[src/rtl/wb_commit_stage_pkg.sv]
// Shared types and constants for the writeback/commit stage.
package wb_commit_stage_pkg;

  localparam int WB_XLEN      = 64;
  localparam int WB_PADDR     = 40;
  localparam int WB_INSTRET_W = 64;

  localparam int CSR_ADDR_MSB = 31;
  localparam int CSR_ADDR_LSB = 20;

  // Misaligned / access-fault causes carry the faulting data address as tval.
  localparam int CAUSE_TVAL_LO = 4;
  localparam int CAUSE_TVAL_HI = 7;

  typedef enum logic [1:0] {
    ST_IDLE,
    ST_CSR_WAIT,
    ST_TRAP_WAIT,
    ST_REDIRECT
  } wb_state_t;

endpackage

[src/rtl/wb_commit_stage_trap_ctrl.sv]
// Trap hand-off sequencer: captures trap registers, waits for the CSR unit's
// acknowledge, then issues a single-cycle redirect/flush.
//   state        | meaning
//   ST_IDLE      | no trap in flight
//   ST_TRAP_WAIT | trap presented to CSR unit, pipeline locked
//   ST_REDIRECT  | one-cycle fetch redirect and upstream flush
module wb_trap_ctrl
  import wb_commit_stage_pkg::*;
#(
  parameter int XLEN  = WB_XLEN,
  parameter int PADDR = WB_PADDR
) (
  input  logic             clk,
  input  logic             rst,
  input  logic             trap_start,
  input  logic [XLEN-1:0]  cause_in,
  input  logic [PADDR-1:0] epc_in,
  input  logic [PADDR-1:0] req_addr_in,
  input  logic             trap_ack,
  input  logic [PADDR-1:0] trap_vector,
  output logic             busy,
  output logic             trap_valid,
  output logic             redirect_valid,
  output logic [XLEN-1:0]  trap_cause,
  output logic [PADDR-1:0] trap_epc,
  output logic [XLEN-1:0]  trap_tval,
  output logic [PADDR-1:0] redirect_pc
);

  wb_state_t        state_q, state_d;
  logic [XLEN-1:0]  cause_q, cause_d;
  logic [PADDR-1:0] epc_q, epc_d;
  logic [XLEN-1:0]  tval_q, tval_d;
  logic [PADDR-1:0] redir_q, redir_d;
  logic             has_tval;

  assign has_tval = (cause_in >= XLEN'(CAUSE_TVAL_LO)) && (cause_in <= XLEN'(CAUSE_TVAL_HI));

  always_comb begin
    state_d = state_q;
    cause_d = cause_q;
    epc_d   = epc_q;
    tval_d  = tval_q;
    redir_d = redir_q;
    case (state_q)
      ST_IDLE: begin
        if (trap_start) begin
          state_d = ST_TRAP_WAIT;
          cause_d = cause_in;
          epc_d   = epc_in;
          tval_d  = has_tval ? XLEN'(req_addr_in) : '0;
        end
      end
      ST_TRAP_WAIT: begin
        if (trap_ack) begin
          redir_d = trap_vector;
          state_d = ST_REDIRECT;
        end
      end
      ST_REDIRECT: state_d = ST_IDLE;
      default:     state_d = ST_IDLE;
    endcase
  end

  always_ff @(posedge clk or posedge rst) begin
    if (rst) begin
      state_q <= ST_IDLE;
      cause_q <= '0;
      epc_q   <= '0;
      tval_q  <= '0;
      redir_q <= '0;
    end else begin
      state_q <= state_d;
      cause_q <= cause_d;
      epc_q   <= epc_d;
      tval_q  <= tval_d;
      redir_q <= redir_d;
    end
  end

  assign busy           = (state_q != ST_IDLE);
  assign trap_valid     = (state_q == ST_TRAP_WAIT);
  assign redirect_valid = (state_q == ST_REDIRECT);
  assign trap_cause     = cause_q;
  assign trap_epc       = epc_q;
  assign trap_tval      = tval_q;
  assign redirect_pc    = redir_q;

endmodule

[src/rtl/wb_commit_stage.sv]
// Writeback/commit stage: RF write port, CSR access sequencing, trap hand-off
// and retired-instruction counting for the EXE/WB latch.
//   state        | meaning
//   ST_IDLE      | accepting the latched instruction
//   ST_CSR_WAIT  | CSR request outstanding, latch locked until ready
//   (trap states live in wb_trap_ctrl)
module wb_commit_stage
  import wb_commit_stage_pkg::*;
#(
  parameter int XLEN      = WB_XLEN,
  parameter int PADDR     = WB_PADDR,
  parameter int INSTRET_W = WB_INSTRET_W
) (
  input  logic                 CLK,
  input  logic                 RST,
  input  logic                 PC_VALID_WB,
  input  logic [PADDR-1:0]     PC_WB,
  input  logic [31:0]          INST_WB,
  input  logic                 WE_WB,
  input  logic [XLEN-1:0]      DATA_WB,
  input  logic [4:0]           ADDR_WB,
  input  logic                 CSR_EN_WB,
  input  logic                 XCPT_WB,
  input  logic [XLEN-1:0]      XCPT_CAUSE_WB,
  input  logic [PADDR-1:0]     REQ_ADDR_WB,
  output logic                 RF_WE,
  output logic [4:0]           RF_WADDR,
  output logic [XLEN-1:0]      RF_WDATA,
  output logic                 CSR_REQ_VALID,
  output logic [11:0]          CSR_REQ_ADDR,
  output logic [XLEN-1:0]      CSR_REQ_WDATA,
  input  logic                 CSR_REQ_READY,
  input  logic [XLEN-1:0]      CSR_RDATA,
  output logic                 TRAP_VALID,
  output logic [XLEN-1:0]      TRAP_CAUSE,
  output logic [PADDR-1:0]     TRAP_EPC,
  output logic [XLEN-1:0]      TRAP_TVAL,
  input  logic                 TRAP_ACK,
  input  logic [PADDR-1:0]     TRAP_VECTOR,
  output logic                 REDIRECT_VALID,
  output logic [PADDR-1:0]     REDIRECT_PC,
  output logic                 PIPE_LOCK,
  output logic                 PIPE_FLUSH,
  output logic [INSTRET_W-1:0] INSTRET
);

  wb_state_t             state_q, state_d;
  logic [INSTRET_W-1:0]  instret_q, instret_d;
  logic                  trap_busy, trap_valid, redirect_valid;
  logic                  instr, xcpt_go, csr_go, norm, csr_act, csr_done, retire;
  logic                  rd_nz;
  logic                  unused_inst;

  assign unused_inst = ^{INST_WB[19:0]};

  // Gating with RST keeps every output quiet while reset is held.
  assign instr    = PC_VALID_WB & ~RST & ~trap_busy & (state_q == ST_IDLE);
  assign xcpt_go  = instr & XCPT_WB;
  assign csr_go   = instr & ~XCPT_WB & CSR_EN_WB;
  assign norm     = instr & ~XCPT_WB & ~CSR_EN_WB;
  assign csr_act  = csr_go | (state_q == ST_CSR_WAIT);
  assign csr_done = csr_act & CSR_REQ_READY;
  assign retire   = norm | csr_done;
  assign rd_nz    = (ADDR_WB != 5'd0);

  wb_trap_ctrl #(.XLEN(XLEN), .PADDR(PADDR)) u_trap (
    .clk            (CLK),
    .rst            (RST),
    .trap_start     (xcpt_go),
    .cause_in       (XCPT_CAUSE_WB),
    .epc_in         (PC_WB),
    .req_addr_in    (REQ_ADDR_WB),
    .trap_ack       (TRAP_ACK),
    .trap_vector    (TRAP_VECTOR),
    .busy           (trap_busy),
    .trap_valid     (trap_valid),
    .redirect_valid (redirect_valid),
    .trap_cause     (TRAP_CAUSE),
    .trap_epc       (TRAP_EPC),
    .trap_tval      (TRAP_TVAL),
    .redirect_pc    (REDIRECT_PC)
  );

  always_comb begin
    state_d   = state_q;
    instret_d = instret_q;
    case (state_q)
      ST_IDLE:     if (csr_go && !CSR_REQ_READY) state_d = ST_CSR_WAIT;
      ST_CSR_WAIT: if (CSR_REQ_READY) state_d = ST_IDLE;
      default:     state_d = ST_IDLE;
    endcase
    if (retire) instret_d = instret_q + INSTRET_W'(1);
  end

  always_ff @(posedge CLK or posedge RST) begin
    if (RST) begin
      state_q   <= ST_IDLE;
      instret_q <= '0;
    end else begin
      state_q   <= state_d;
      instret_q <= instret_d;
    end
  end

  always_comb begin
    RF_WE         = ((norm & WE_WB) | csr_done) & rd_nz;
    RF_WADDR      = (norm | csr_done) ? ADDR_WB : 5'd0;
    RF_WDATA      = '0;
    if (norm)          RF_WDATA = DATA_WB;
    else if (csr_done) RF_WDATA = CSR_RDATA;
    CSR_REQ_VALID = csr_act;
    CSR_REQ_ADDR  = csr_act ? INST_WB[CSR_ADDR_MSB:CSR_ADDR_LSB] : 12'd0;
    CSR_REQ_WDATA = csr_act ? DATA_WB : '0;
    TRAP_VALID     = trap_valid;
    REDIRECT_VALID = redirect_valid;
    PIPE_FLUSH     = redirect_valid;
    PIPE_LOCK      = xcpt_go | (csr_act & ~CSR_REQ_READY) | trap_valid;
  end

  assign INSTRET = instret_q;

endmodule

[config.mk]
export PLATFORM = sky130hd
export DESIGN_NAME = wb_commit_stage
export DESIGN_NICKNAME = d
export VERILOG_FILES = /design/src/rtl/wb_commit_stage_pkg.sv /design/src/rtl/wb_commit_stage_trap_ctrl.sv /design/src/rtl/wb_commit_stage.sv
export SDC_FILE = /design/constraint.sdc
export NUM_CORES = 1
export LEC_CHECK = 0
export BUFFER_PORTS_ARGS = -buffer_cell sky130_fd_sc_hd__buf_4
export CAP_MARGIN = 15
export CORE_AREA = 2 2 302 304
export CTS_BUF_LIST = sky130_fd_sc_hd__clkbuf_8
export CTS_CLUSTER_SIZE = 40
export DETAILED_ROUTE_END_ITERATION = 12
export DIE_AREA = 0 0 304 306
export PLACE_DENSITY = 0.4
export SLEW_MARGIN = 20
export SYNTH_ARGS = -nofsm -noshare
export SYNTH_HDL_FRONTEND = slang
export SYNTH_SLANG_ARGS = --single-unit
[constraint.sdc]
create_clock -name CLK -period 38.9 [get_ports CLK]
set_input_delay 9.725 -clock CLK [delete_from_list [all_inputs] [get_ports CLK]]
set_output_delay 9.725 -clock CLK [all_outputs]
set_load 0.03 [all_outputs]
==> qor.yml, run 1 <==
status: "finished clean"
final_cell_mix: "742 x buf_4, 251 x dfrtp_1, 145 x mux2_2"
hold_end: "INSTRET[63]"
grt_start_max_net_pins: 152
final_layout_size_suffix_gt1_share_pct: 58.51
setup_slack_ns: 16.93
fin_crit_ns: 21.97
crit_path_cell_trace: "buf_4, nor4b_2, a31oi_4, nor2b_4, buf_4, a22o_1, buf_4"
netlist_area_um2: 11440
dp_hpwl_um: 46550
ys_top_cells_by_area: "dfrtp_1 55%, mux2_2 14%, a22o_1 8.0%"
setup-violations-final: 0
total_power_mw: 1.168
initial_utilization_pct: 12.76
tightest_slew_ns: 1.097
cts_resized: 0
synthCells: 911
cp_data_required_time_ns: 29.17
hp-class: "reg -> reg"
yosysWarnings: 0
pin_count: 780
worst_setup_path_start_kind: "input port"
cp_common_cell: "buf_4"
hold_buffers: 0
synth_top_flop_cell: "dfrtp_1"
ant_nets: 0
overflow: 0
htree_levels: 2
r2r_setup_slack_ns: 35.49
grt_pass1_wl_um: 82470
synth_cell_types: 40
cp_max_fo: 58
avgViaCountPerCell: 3.638
fin_skew_ns: 0.01945
slowest_delay_ns: 0.62
gp_congestion: 0.8560
final_common_cell: "buf_4"
cts_num_sinks: 251
wl_per_cell_um: 20.47
rsz0062_at_grt: "no"
p_leak_nw: 9.456
endpoint_kind: "output pin"
cap_violations: 0
max_freq_mhz: 45.51
drc_errors: 0
fill_cells: 9783
fin_util_pct: 21.51
cts_root_buf: "clkbuf_8"
synth_top_area_share_pct: 54.92
die-height_um: 306
grt_use_total_pct: 12.14
cts_tree: "done"
powerDensity_nw_per_um2: 60.62
relSlewSlack_pct: 26.85
slew_viol_final: 0
timing.final.hold_violations: 0
place_ws_ns: 16.91
fin_crit_sh_pct: 56.49
dieArea_um2: 93020
finalNetCount: 2008
ys_seq_area_share_pct: 54.92
area_growth_pct: 68.54
antenna_found_initial: 8
hp-start: "INSTRET[63]"
drt-total-wl_um: 58560
critPathSlowestCell: "buf_4"
num_vias: 10410
synth_area_per_cell_um2: 12.55
r2r_end: "u_trap.trap_tval[14]"
tns_ns: 0
ir_drop_v: 0.00002565
ys_ff_latch: 251
numPortBuffers: 735
rows: 110
cts_buffers: 51
path_class: "in -> out"
holdPathStages: 1
clkSlewWorstSetupHoldPaths_ns: 0.06
coreArea_um2: 89600
synth_area_leader_cell: "dfrtp_1"
clk_path_buf_depth: 3
synth_edf_count: 0
insertion_delay_ns: 0.68
cts_setup_buffers: 0
ys_async_sr_fraction_pct: 100.0
drtIter0Drc: 500
dieWidth_um: 304
reg2reg_depth: 7
crit_arrival_ns: 12.25
first_pass_iters: 4
r2r-start: "u_trap.state_q[0]"
grt_pass1_vias: 10980
critical path, delay by kind of cell:
| kind | cells | cell delay, ns |
|---|---|---|
| AO/OA/AOI/OAI | 2 | 0.67 |
| AND/OR/NAND/NOR | 2 | 0.81 |
| buffers and inverters | 3 | 0.99 |
area by class of cell:
class,count,area (µm²),area share (%)
timing repair buffer,743,5590,29.00
antenna,5,12.51,0.06491
clock inverter,22,192.7,0.9997
multi-input combinational,595,4850,25.16
sequential,251,6281,32.59
clock buffer,61,839.6,4.356
inverter,8,37.54,0.1947
tap,1176,1471,7.634
routing by layer:
layer,track usage (%),wire [µm]
met2,18.98,26660
met3,5.696,6198
met5,0,58
met1,14.94,24450
met4,3.228,1191
through the flow:
| stage | instance area, µm² | hold WS, ns | cells |
|---|---|---|---|
| after CTS | 19250 | 0.4794 | 2856 |
| after global placement | 18220 | 0.4651 | 2773 |
| after detailed placement | 18220 | 0.4673 | 2773 |
| after global routing | 19260 | 0.4975 | 2857 |
| final | 19270 | 0.4766 | 2861 |
| after floorplan | 11520 | 0.6486 | 934 |
registers in the layout, summed over array words and instances, names as in the netlist:
register,count
INSTRET,64
state_q,1
u_trap.redirect_pc,40
u_trap.state_q,2
u_trap.trap_cause,64
u_trap.trap_epc,40
u_trap.trap_tval,40
cells by family (layout without fill, tap and decap cells):
logic type | count (synthesis) | in the layout | synth area share (%)
AND/OR/NAND/NOR | 252 | 252 | 13.61
AO/OA/AOI/OAI | 110 | 110 | 8.315
adder cells (fa/ha/maj) | 1 | 1 | 0.1094
flip-flops | 251 | 251 | 54.92
multiplexers | 145 | 145 | 14.28
other | 1 | 29 | 0.03279
buffers and inverters | 88 | 834 | 3.906
XOR/XNOR | 63 | 63 | 4.825
synthesized netlist by cell type, types with 2 or more instances:
| library cell | count |
|---|---|
| dfrtp_1 | 251 |
| mux2_2 | 145 |
| a22o_1 | 104 |
| nor2b_1 | 78 |
| xor2_1 | 43 |
| clkbuf_1 | 33 |
| buf_4 | 25 |
| nor4_1 | 24 |
| nand4_1 | 23 |
| nand3_1 | 22 |
| nor3_1 | 22 |
| xnor2_1 | 20 |
| nand2_1 | 19 |
| and3_1 | 15 |
| nor2_1 | 15 |
| buf_2 | 12 |
| buf_1 | 9 |
| inv_1 | 8 |
| nor4_2 | 7 |
| and4_1 | 6 |
| and2_1 | 4 |
| nor4b_1 | 3 |
| or2_2 | 3 |
| a21o_1 | 2 |
| a21oi_1 | 2 |
| or3_1 | 2 |
worst max path at each step:
stage	from	to	depth (start not counted)	slack [ns]
finish	RST	RF_WDATA[35]	7	16.93
global route	RST	RF_WDATA[35]	7	16.73
CTS	RST	RF_WDATA[35]	7	16.90
detailed placement	RST	RF_WDATA[35]	7	16.91
global placement	RST	RF_WDATA[35]	7	16.91
floorplan	RST	PIPE_LOCK	4	13.20
report_power, final:
group	internal [mW]	switching (mW)	total [mW]	leakage [nW]
logic	0.201	0.296	0.497	5.69
clock network	0.161	0.128	0.289	0.576
registers	0.340	0.0427	0.382	3.19
Note: power is estimated with default switching activity, not from simulation.
==> run 2: changes to the inputs <==
ABC_AREA = 1   (was not set)
CORE_AREA = 2 2 305 307   (was 2 2 302 304)
DIE_AREA = 0 0 307 309   (was 0 0 304 306)
PLACE_DENSITY = 0.42   (was 0.4)
clock period = 20.9 ns   (was 38.9 ns; I/O delays follow)
==> qor.yml, run 2 <==
fin_skew_ns: 0.04052
rows: 111
power_frac_comb_pct: 43.9
dieArea_um2: 94860
drt-total-wl_um: 66230
final_cell_area_um2: 21280
tns_ns: 0
synth_area_leader_cell: "dfrtp_1"
drtIter0Drc: 823
power.internal_mw: 1.306
final_cell_mix: "748 x buf_4, 565 x nand2_1, 263 x nor2_1"
ir_drop_v: 0.00004767
cp_max_fo: 52
r2r_setup_slack_ns: 17.49
numPortBuffers: 735
insertion_delay_ns: 0.66
hp-class: "reg -> reg"
cts_setup_buffers: 0
finalNetCount: 2918
synth_top_flop_cell: "dfrtp_1"
final_common_cell: "buf_4"
grt_pass1_vias: 14050
slew_viol_final: 0
cts_num_sinks: 251
multi_input_area_um2: 6058
endpoint_kind: "output pin"
timing.final.hold_violations: 0
fin_crit_sh_pct: 60.88
cts_buffers: 52
num_vias: 14430
tightest_slew_ns: 1.040
clk_path_buf_depth: 3
status: "finished clean"
crit_arrival_ns: 7.50
powerDensity_nw_per_um2: 109.3
die-height_um: 309
gp_congestion: 0.8368
dieWidth_um: 307
holdPathStages: 2
clkSlewWorstSetupHoldPaths_ns: 0.05
ys_ff_latch: 251
hold_end: "u_trap.redirect_pc[11]"
hp-start: "u_trap.redirect_pc[11]"
synthCells: 1846
worst_setup_path_start_kind: "input port"
initial_utilization_pct: 14.90
grt_use_total_pct: 13.16
r2r-start: "state_q[0]"
cap_violations: 0
synth_cell_types: 30
rsz0062_at_grt: "no"
dp_hpwl_um: 51480
synth_commonest_cells: "566 x nand2_1, 265 x nor2_1, 251 x dfrtp_1"
p_switching_mw: 1.019
fin_crit_ns: 12.72
grt_pass1_wl_um: 93710
netlist_area_um2: 13610
coreArea_um2: 91390
drc_errors: 0
ys_seq_area_share_pct: 46.14
cts_tree: "done"
final_layout_size_suffix_gt1_share_pct: 34.71
cts_resized: 0
relSlewSlack_pct: 30.69
ys_async_sr_fraction_pct: 100.0
max_freq_mhz: 78.59
synth_edf_count: 0
pwr-share-seq_pct: 32.9
ys_top_cells_by_area: "dfrtp_1 46%, nand2_1 16%, nor2_1 7.3%"
antenna_found_initial: 3
seqCellArea_um2: 6281
total_power_mw: 2.325
cts_root_buf: "clkbuf_8"
synthMostInstantiatedCell: "nand2_1"
pin_count: 780
synth_top_area_share_pct: 46.14
area_growth_pct: 56.28
htree_levels: 2
fin_cells: 3781
wl_per_cell_um: 17.52
setup-violations-final: 0
avgViaCountPerCell: 3.816
dpl.cell_count: 3692
p_leak_nw: 11.04
clkPwrFrac_pct: 23.1
cp_data_required_time_ns: 15.67
grt_start_max_net_pins: 134
r2r_end: "INSTRET[8]"
synth_area_per_cell_um2: 7.375
path_class: "in -> out"
hold_buffers: 0
fin_util_pct: 23.28
first_pass_iters: 5
yosysWarnings: 0
reg2reg_depth: 11
fill_cells: 10300
ant_nets: 0
overflow: 0
switching_share_pct: 43.84
placed_area_um2: 20240
run 2: how the worst max path moves through the flow:
stage                start                 to
2_1_floorplan          RST         INSTRET[0]
3_3_place_gp   PC_VALID_WB  CSR_REQ_WDATA[12]
3_5_place_dp   PC_VALID_WB  CSR_REQ_WDATA[12]
4_1_cts        PC_VALID_WB  CSR_REQ_WDATA[12]
5_1_grt        PC_VALID_WB  CSR_REQ_WDATA[12]
6_report       PC_VALID_WB  CSR_REQ_WDATA[12]
run 2: critical path: stages:
cell     delay (ns)
buf_4          0.12
nand2_1        0.09
nor2_1         0.05
nand4_1        0.08
nand2_2        0.19
inv_2          0.50
buf_4          0.60
nor2_1         0.30
buf_4          0.26
run 2: final cells by class:
cell class                      instances  share of cell area [%]
Clock buffer                           60                   3.881
Tap cell                             1186                   6.974
Timing Repair Buffer                  748                   26.39
Multi-Input combinational cell       1295                   28.47
Sequential cell                       251                   29.52
Inverter                              212                   3.775
Clock inverter                         27                  0.9585
Antenna cell                            2                 0.02352
run 2: cell families (layout without fill, tap and decap cells):
logic type | Yosys count | in the layout | synth area share (%)
fa+ha+maj | 1 | 1 | 0.09189
flops | 251 | 251 | 46.14
buf+inv | 323 | 1047 | 10.23
compound gates | 148 | 148 | 5.496
xor+xnor | 18 | 18 | 1.158
other cells | 1 | 26 | 0.02754
simple gates | 1038 | 1038 | 31.40
mux | 66 | 66 | 5.459
run 2: per-layer routing:
metal,global-route usage [%],part of all wire [%],vias up
li1,-,-,7131
met1,16.80,43,6754
met2,21.60,48,460
met3,3.837,7.0,82
met4,3.573,2.2,2
met5,0,0.014,-
run 2: through the flow:
stage / setup slack (ns) / hold WS [ns]
final: 8.175 / 0.4791
after CTS: 8.193 / 0.4822
after global routing: 8.064 / 0.5009
after floorplan: 8.775 / 0.6559
after detailed placement: 8.209 / 0.4662
after global placement: 8.189 / 0.4650
run 2: power groups by stage:
stage	logic [mW]	registers (mW)	clock network, mW
finish	1.02	0.766	0.538
global route	1.08	0.786	0.586
CTS	1.04	0.765	0.564
detailed placement	1.04	0.770	0
global placement	1.03	0.770	0
floorplan	0.276	1.06	0
==> run 3: changes to the inputs <==
clock period = 12.26 ns   (was 20.9 ns; I/O delays follow)
==> qor.yml, run 3 (synthesized netlist as in run 2, its figures left out) <==
status: "finished clean"
r2r_end: "u_trap.trap_epc[33]"
cp_data_required_time_ns: 9.19
dieArea_um2: 94860
hp-class: "reg -> reg"
num_vias: 14520
ir_drop_v: 0.0001073
clkSlewWorstSetupHoldPaths_ns: 0.06
hold_buffers: 0
final_cell_mix: "749 x buf_4, 565 x nand2_1, 263 x nor2_1"
avgViaCountPerCell: 3.833
finalNetCount: 2919
reg2reg_depth: 5
drtIter0Drc: 844
cap_violations: 0
rsz0062_at_grt: "no"
max_freq_mhz: 117.8
grt_pass1_wl_um: 93940
first_pass_iters: 5
rows: 111
crit_path_start: "PC_VALID_WB"
critPathCapture: "CSR_REQ_WDATA[1]"
cts_num_sinks: 251
htree_levels: 2
area_growth_pct: 57.76
insertion_delay_ns: 0.67
dieWidth_um: 307
gp_congestion: 0.8410
grt_start_max_net_pins: 135
crit_arrival_ns: 5.43
antenna_found_initial: 3
pin_count: 780
fin_skew_ns: 0.04649
powerDensity_nw_per_um2: 190.5
final_common_cell: "buf_4"
cts_tree: "done"
relSlewSlack_pct: 31.32
p_leak_nw: 11.11
slew_viol_final: 0
tightest_slew_ns: 1.021
setup-violations-final: 0
holdWs_ns: 0.4791
die-height_um: 309
r2r-start: "u_trap.state_q[0]"
dp_hpwl_um: 51620
cp_max_fo: 67
wl_per_cell_um: 17.57
worst_setup_path_start_kind: "input port"
grt_pass1_vias: 14160
path_class: "in -> out"
timing.final.hold_violations: 0
overflow: 0
endpoint_kind: "output pin"
drt-total-wl_um: 66540
cts_resized: 0
clk_path_buf_depth: 3
cts_setup_buffers: 0
tns_ns: 0
ant_nets: 0
fin_crit_ns: 8.492
final_layout_size_suffix_gt1_share_pct: 35.27
numPortBuffers: 735
coreArea_um2: 91390
cts_buffers: 52
cts_root_buf: "clkbuf_8"
fill_cells: 10350
r2r_setup_slack_ns: 9.39
grt_use_total_pct: 13.22
drc_errors: 0
fin_crit_sh_pct: 69.27
initial_utilization_pct: 14.90
total_power_mw: 4.093
## run 3: cell count changes in the layout (fill, tap and decap cells not counted), sizes merged
| cell | before | now |
|---|---|---|
| inv | 234 | 224 |
| clkbuf | 60 | 69 |
| clkinv | 2 | 7 |
| bufinv | 2 | 4 |
| buf | 748 | 749 |
## run 3: worst max-delay path: stages
cell and delay [ns]:
buf_4 0.09, nand2_1 0.07, nor2_1 0.10, nand4_1 0.10
nand2_2 0.06, buf_4 0.56, inv_2 0.39, buf_4 0.43
nor2_1 0.20, buf_4 0.25
## run 3: report_power, final
group	switching [mW]	internal, mW	total, mW	leakage [nW]
Combinational	1.11	0.635	1.75	7.22
Clock	0.444	0.596	1.04	0.658
Sequential	0.207	1.10	1.31	3.23
## run 3: cell type report
class	count	area, µm²	share of cell area (%)
timing repair buffer	749	5623	26.18
multi-input combinational	1295	6067	28.25
inverter	212	803.3	3.740
tap	1186	1484	6.909
clock inverter	24	265.3	1.235
sequential	251	6281	29.24
clock buffer	69	949.7	4.422
antenna	2	5.005	0.02330
## run 3: how the worst min path moves through the flow
stage | start | end | cells past startpoint
floorplan | u_trap.trap_cause[50] | u_trap.trap_cause[50] | 2
global placement | u_trap.redirect_pc[0] | u_trap.redirect_pc[0] | 2
detailed placement | u_trap.redirect_pc[14] | u_trap.redirect_pc[14] | 2
CTS | u_trap.redirect_pc[14] | u_trap.redirect_pc[14] | 2
global route | u_trap.trap_cause[32] | u_trap.trap_cause[32] | 2
finish | u_trap.redirect_pc[26] | u_trap.redirect_pc[26] | 2
## run 3: layer usage
metal  GRT usage [%]  wire [µm]
met5               0          0
met4           4.833       2237
met3           3.556       4863
met2           21.06      31140
met1           17.13      28300
## run 3: stage by stage
step | util (%) | setup slack, ns | cell area (µm²) | std cells
6_report | 23.50 | 3.768 | 21480 | 3788
5_1_grt | 23.50 | 3.564 | 21480 | 3788
4_1_cts | 23.49 | 3.757 | 21460 | 3786
3_5_place_dp | 22.16 | 3.769 | 20250 | 3693
3_3_place_gp | 22.16 | 3.736 | 20250 | 3693
2_1_floorplan | - | 2.295 | 13700 | 1869
